[config.mk]
export PLATFORM = sky130hd
export DESIGN_NAME = cond_flags_stage_flat
export DESIGN_NICKNAME = d
export VERILOG_FILES = /design/src/rtl/cond_flags_stage_if.sv /design/src/rtl/cond_flags_stage.sv /design/src/flat_wrapper.sv
export SDC_FILE = /design/constraint.sdc
export NUM_CORES = 1
export LEC_CHECK = 0
export CAP_MARGIN = 20
export CORE_ASPECT_RATIO = 1.5
export CORE_MARGIN = 2
export CORE_UTILIZATION = 30
export DETAILED_ROUTE_END_ITERATION = 16
export MAX_ROUTING_LAYER = met4
export PLACE_DENSITY = 0.72
export SETUP_SLACK_MARGIN = 0.15
export SLEW_MARGIN = 0
export SYNTH_ARGS = -nofsm -noshare
export SYNTH_HDL_FRONTEND = slang
export SYNTH_SLANG_ARGS = --single-unit
[constraint.sdc]
create_clock -name i_clk -period 3.4 [get_ports i_clk]
set_input_delay 0.68 -clock i_clk [delete_from_list [all_inputs] [get_ports i_clk]]
set_output_delay 0.68 -clock i_clk [all_outputs]
set_load 0.005 [all_outputs]
[src/rtl/cond_flags_stage_if.sv]
// rtl/cond_flags_stage_if.sv - Handshake and payload bundle for the condition/flags stage.
// Signal names follow the stage's point of view: i_* flow into the stage, o_* flow out.
interface cond_flags_stage_if;
  logic        i_valid;
  logic        o_ready;
  logic [31:0] i_result;
  logic [3:0]  i_nzcv;
  logic        i_set_flags;
  logic [3:0]  i_cond;
  logic [3:0]  i_rd;
  logic        i_wr_en;
  logic        i_flush;
  logic        o_valid;
  logic        i_ready;
  logic [31:0] o_result;
  logic [3:0]  o_rd;
  logic        o_wr_en;
  logic        o_cond_pass;
  logic [3:0]  o_flags;

  modport slave (
    input  i_valid, i_result, i_nzcv, i_set_flags, i_cond, i_rd, i_wr_en, i_flush, i_ready,
    output o_ready, o_valid, o_result, o_rd, o_wr_en, o_cond_pass, o_flags
  );

  modport master (
    output i_valid, i_result, i_nzcv, i_set_flags, i_cond, i_rd, i_wr_en, i_flush, i_ready,
    input  o_ready, o_valid, o_result, o_rd, o_wr_en, o_cond_pass, o_flags
  );
endinterface

[src/rtl/cond_flags_stage.sv]
// rtl/cond_flags_stage.sv - ARM condition evaluation, NZCV flags register and output buffer.
// STAGE_SKID_EN selects a DEPTH-entry FIFO with registered ready; otherwise a single register.
module cond_flags_stage #(
  parameter int DEPTH = 2
) (
  input  logic               i_clk,
  input  logic               i_rst_n,
  cond_flags_stage_if.slave  s
);

`ifdef STAGE_SKID_EN
  localparam int DEPTH_I = (DEPTH < 1) ? 1 : DEPTH;
`else
  // Single-register mode always holds exactly one entry whatever DEPTH says.
  localparam int DEPTH_I = (DEPTH < 1) ? 1 : 1;
`endif
  localparam int PW    = (DEPTH_I > 1) ? $clog2(DEPTH_I) : 1;
  localparam int SLOTS = 1 << PW;
  localparam int CW    = $clog2(DEPTH_I + 1);

  logic [31:0]   r_result [SLOTS];
  logic [3:0]    r_rd     [SLOTS];
  logic          r_wr_en  [SLOTS];
  logic          r_pass   [SLOTS];
  logic [PW-1:0] r_head;
  logic [PW-1:0] r_tail;
  logic [CW-1:0] r_count;
  logic [3:0]    r_flags;

  logic w_valid;
  logic w_ready;
  logic w_accept;
  logic w_drain;
  logic w_pass;

  function automatic logic f_cond_pass(input logic [3:0] cond, input logic [3:0] f);
    logic n, z, c, v, res;
    {n, z, c, v} = f;
    case (cond)
      4'h0:    res = z;
      4'h1:    res = !z;
      4'h2:    res = c;
      4'h3:    res = !c;
      4'h4:    res = n;
      4'h5:    res = !n;
      4'h6:    res = v;
      4'h7:    res = !v;
      4'h8:    res = c && !z;
      4'h9:    res = !c || z;
      4'hA:    res = (n == v);
      4'hB:    res = (n != v);
      4'hC:    res = !z && (n == v);
      4'hD:    res = z || (n != v);
      4'hE:    res = 1'b1;
      default: res = 1'b0;
    endcase
    return res;
  endfunction

  function automatic logic [PW-1:0] f_next(input logic [PW-1:0] p);
    return (p == PW'(DEPTH_I - 1)) ? '0 : p + 1'b1;
  endfunction

  assign w_valid = (r_count != '0);
  assign w_pass  = f_cond_pass(s.i_cond, r_flags);

`ifdef STAGE_SKID_EN
  // Ready depends only on registered occupancy, never on downstream i_ready.
  assign w_ready = i_rst_n && !s.i_flush && (r_count != CW'(DEPTH_I));
`else
  assign w_ready = i_rst_n && !s.i_flush && (!w_valid || s.i_ready);
`endif

  assign w_accept = s.i_valid && w_ready;
  assign w_drain  = w_valid && s.i_ready && !s.i_flush;

  always_ff @(posedge i_clk or negedge i_rst_n) begin
    if (!i_rst_n) begin
      for (int i = 0; i < SLOTS; i++) begin
        r_result[i] <= '0;
        r_rd[i]     <= '0;
        r_wr_en[i]  <= 1'b0;
        r_pass[i]   <= 1'b0;
      end
      r_head  <= '0;
      r_tail  <= '0;
      r_count <= '0;
      r_flags <= '0;
    end else if (s.i_flush) begin
      r_head  <= '0;
      r_tail  <= '0;
      r_count <= '0;
    end else begin
      if (w_accept) begin
        r_result[r_tail] <= s.i_result;
        r_rd[r_tail]     <= s.i_rd;
        r_wr_en[r_tail]  <= s.i_wr_en && w_pass;
        r_pass[r_tail]   <= w_pass;
        r_tail           <= f_next(r_tail);
        // Updating here lets the very next accepted instruction see the new flags.
        if (w_pass && s.i_set_flags) begin
          r_flags <= s.i_nzcv;
        end
      end
      if (w_drain) begin
        r_head <= f_next(r_head);
      end
      case ({w_accept, w_drain})
        2'b10:   r_count <= r_count + 1'b1;
        2'b01:   r_count <= r_count - 1'b1;
        default: r_count <= r_count;
      endcase
    end
  end

  assign s.o_ready = w_ready;
  assign s.o_valid = w_valid;
  assign s.o_flags = r_flags;

  always_comb begin
    s.o_result    = '0;
    s.o_rd        = '0;
    s.o_wr_en     = 1'b0;
    s.o_cond_pass = 1'b0;
    if (w_valid) begin
      s.o_result    = r_result[r_head];
      s.o_rd        = r_rd[r_head];
      s.o_wr_en     = r_wr_en[r_head];
      s.o_cond_pass = r_pass[r_head];
    end
  end

endmodule

[src/flat_wrapper.sv]
// flat-port wrapper written by rule: the top's interface ports become plain ports
module cond_flags_stage_flat 
#(
  parameter int DEPTH = 2
)
  (i_clk, i_rst_n, s_i_valid, s_i_result, s_i_nzcv, s_i_set_flags, s_i_cond, s_i_rd, s_i_wr_en, s_i_flush, s_i_ready, s_o_ready, s_o_valid, s_o_result, s_o_rd, s_o_wr_en, s_o_cond_pass, s_o_flags);
  cond_flags_stage_if s_i ();
  input  logic i_clk;
  input  logic i_rst_n;
  input wire logic [$bits(s_i.i_valid)-1:0] s_i_valid;
  input wire logic [$bits(s_i.i_result)-1:0] s_i_result;
  input wire logic [$bits(s_i.i_nzcv)-1:0] s_i_nzcv;
  input wire logic [$bits(s_i.i_set_flags)-1:0] s_i_set_flags;
  input wire logic [$bits(s_i.i_cond)-1:0] s_i_cond;
  input wire logic [$bits(s_i.i_rd)-1:0] s_i_rd;
  input wire logic [$bits(s_i.i_wr_en)-1:0] s_i_wr_en;
  input wire logic [$bits(s_i.i_flush)-1:0] s_i_flush;
  input wire logic [$bits(s_i.i_ready)-1:0] s_i_ready;
  output wire logic [$bits(s_i.o_ready)-1:0] s_o_ready;
  output wire logic [$bits(s_i.o_valid)-1:0] s_o_valid;
  output wire logic [$bits(s_i.o_result)-1:0] s_o_result;
  output wire logic [$bits(s_i.o_rd)-1:0] s_o_rd;
  output wire logic [$bits(s_i.o_wr_en)-1:0] s_o_wr_en;
  output wire logic [$bits(s_i.o_cond_pass)-1:0] s_o_cond_pass;
  output wire logic [$bits(s_i.o_flags)-1:0] s_o_flags;
  assign s_i.i_valid = s_i_valid;
  assign s_i.i_result = s_i_result;
  assign s_i.i_nzcv = s_i_nzcv;
  assign s_i.i_set_flags = s_i_set_flags;
  assign s_i.i_cond = s_i_cond;
  assign s_i.i_rd = s_i_rd;
  assign s_i.i_wr_en = s_i_wr_en;
  assign s_i.i_flush = s_i_flush;
  assign s_i.i_ready = s_i_ready;
  assign s_o_ready = s_i.o_ready;
  assign s_o_valid = s_i.o_valid;
  assign s_o_result = s_i.o_result;
  assign s_o_rd = s_i.o_rd;
  assign s_o_wr_en = s_i.o_wr_en;
  assign s_o_cond_pass = s_i.o_cond_pass;
  assign s_o_flags = s_i.o_flags;
  cond_flags_stage #(.DEPTH(DEPTH)) u_core (.i_clk(i_clk), .i_rst_n(i_rst_n), .s(s_i));
endmodule
==> results.yml <==
detailed_routing:
  wirelength_um: 5120
  num_vias: 1915
  wl_per_cell_um: 12.3
  remaining_drc_errors: 0
  via_per_inst: 4.58
  antenna_left: 0
  dr.pass1.iters: 4
  drt_iter0_markers: 104
clock_network:
  postCtsHoldBufs: 0
  ctsResizeCount: 0
  cts_buffers: 5
  clock_sinks: 43
  clk_pin_slew_ps: 80
  h-tree-depth: 2
  clk_latency_ps: 280
  clockBufferDepth: 2
  cts_tree: "done"
  cts_root_buf: "clkbuf_8"
  post_cts_buffers: 0
floorplan:
  chipWidth_um: 72.7
  fp.dieH_um: 107
  num_io_pins: 95
  initial_core_util_pct: 31.0
  fp.coreArea_um2: 6850
  dieArea_um2: 7790
  std_cell_rows: 37
synth:
  yosysTopAreaCell: "dfrtp_1"
  yosys.cell_types.count: 30
  synth_area_leaders: "dfrtp_1, nand2_1, and2_1, mux2_1, buf_2"
  netlist_area_um2: 2130
  synthArstFlopShare_pct: 100
  yosysSeqAreaShare_pct: 50.6
  synth.top_cell.area_share_pct: 50.6
  synthesis.nets: 300
  ys_seq_elements: 43
  synth_flop_cell: "dfrtp_1"
  ys_top_cells_by_count: "nand2_1, dfrtp_1, and2_1"
  synth_cells: 249
  synth.most_common_cell: "nand2_1"
  yosysWarnings: 0
  syn_area_per_cell_um2: 8.54
  synth-edff-count: 0
finish:
  multi_input_area_um2: 973
  fin_nets: 390
  syn_to_final_growth_pct: 50.8
  post-route-util_pct: 46.8
  final_cells: 418
  fin_area_um2: 3210
  fillCellCount: 647
  diodes: 0
  seqCellArea_um2: 1080
  drive_above_1_share_pct: 5.00
critical_path:
  arrival_ps: 1930
  regToRegSetupSlack_ps: 1430
  start_kind: "input pin"
  required_ps: 2720
  criticalPathCategory: "input pin to primary output"
  timing.rr.end: "u_core.s.o_flags[2]"
  critPathMaxFanout: 3
  reg2reg_depth: 7
  r2r-start: "u_core.s.o_valid"
  worstSetupEndpointType: "primary output"
pwr:
  p_clk_share_pct: 22.1
  power.sequential.fraction_pct: 50.6
  total_power_mw: 1.39
  p_int_mw: 0.993
  ir_drop_uv: 267
  swShare_pct: 28.6
  power.leakage_nw: 1.49
  p_per_area_nw_per_um2: 434
  p_switching_mw: 0.398
  power_frac_comb_pct: 27.4
timing:
  finClkSkew_ps: 1.97
  fin_crit_ps: 2610
  tightest_slew_ps: 525
  timing.hold.ws_ps: 470
  fin_tns_setup_ps: 0
  setup_slack_ps: 792
  fin_crit_sh_pct: 76.7
  drv_slew: 0
  rsz0062_at_grt: "false"
  setup_violations: 0
  hold_viol: 0
  relSlewSlack_pct: 65.0
  max_freq_mhz: 383
min_path:
  whs_path_depth: 2
  min_from: "u_core.r_result[44]"
  min_to: "u_core.r_result[44]"
  min_path_type: "flip-flop to flip-flop"
placed_design:
  dp.cells: 410
  dp_hpwl_um: 3810
  place_congestion: 0.788
  place_ws_ps: 628
  io_buffers: 94
  place_area_um2: 3120
global_routing:
  grt_pass1_vias: 1846
  grt_max_degree: 44
  grtUsageMet3_pct: 2.91
  grt.busiest_layer: "met2"
  use_met1_pct: 16.7
  grt-ovfl-total: 0
  grt_usage_pct: 14.0
  grt_use_met2_pct: 23.5
  grt_pass1_wl_um: 8450
  antenna_found_initial: 0
flow_run:
  drv_cap: 0
outcome:
  status: "finished, final reports clean"
## power by group through the flow
stage	registers (mW)	logic, mW	clock network, mW
global placement	0.709	0.378	0
detailed placement	0.715	0.385	0
global route	0.720	0.426	0.348
floorplan	0.678	0.206	0
finish	0.703	0.381	0.307
CTS	0.706	0.388	0.325
## registers in the layout, indices dropped and copies added, names as in the netlist
| signal | flops |
|---|---|
| u_core.r_pass | 1 |
| u_core.r_wr_en | 1 |
| u_core.r_result | 32 |
| u_core.r_rd | 4 |
| u_core.s.o_flags | 4 |
| u_core.s.o_valid | 1 |
## area by class of cell
| cell class | instances | area share (%) |
|---|---|---|
| Clock buffer | 6 | 2.26 |
| Clock inverter | 2 | 0.390 |
| Multi-Input combinational cell | 190 | 30.4 |
| Sequential cell | 43 | 33.6 |
| Tap cell | 78 | 3.04 |
| Timing Repair Buffer | 99 | 30.4 |
## cells in the final DEF (no fill, tap or decap), types with 2 or more instances in the layout
cell type | netlist | layout
a31oi_1 | 2 | 2
and2_1 | 39 | 40
and3b_1 | 2 | 2
and4bb_1 | 2 | 2
buf_4 | 2 | 5
clkbuf_8 | 0 | 5
clkdlybuf4s50_1 | 0 | 93
dfrtp_1 | 43 | 43
mux2_1 | 4 | 4
mux2i_1 | 2 | 2
nand2_1 | 112 | 112
nand4_1 | 2 | 2
nor2_1 | 2 | 2
nor2b_1 | 3 | 3
nor3_1 | 3 | 3
o21ai_0 | 2 | 2
xor2_1 | 2 | 2
## how the worst max path moves through the flow
| stage | from | slack [ps] | cells after the start | endpoint |
|---|---|---|---|---|
| 6_report | s_i_ready | 790 | 4 | s_o_ready |
| 5_1_grt | s_i_ready | 720 | 4 | s_o_ready |
| 4_1_cts | s_i_ready | 780 | 4 | s_o_ready |
| 3_5_place_dp | s_i_cond[0] | 630 | 7 | u_core.s.o_flags[3] |
| 3_3_place_gp | s_i_ready | 730 | 8 | u_core.s.o_flags[2] |
| 2_1_floorplan | s_i_cond[2] | 1380 | 7 | u_core.s.o_flags[0] |
## worst max-delay path: stages
cell and delay [ps]:
clkdlybuf4s50_1 440, nand2b_1 100, and3b_1 190, clkdlybuf4s50_1 510
## routing by layer
metal  wire (µm)  part of all wire (%)  vias up
li1            -                     -      960
met1        2200                    43      881
met2        2570                    50       68
met3         287                   5.6        6
met4          70                   1.4        0
met5           0                     0        -
## cell families after synthesis
logic type	count (synthesis)	share of synthesized area [%]
muxes	7	3.59
buffers and inverters	16	3.59
DFF	43	50.6
xor gates and xnor gates	3	1.24
AOI/OAI and AO/OA	10	3.53
and+or+nand+nor	170	37.4
Note: power is estimated with default switching activity, not from simulation.
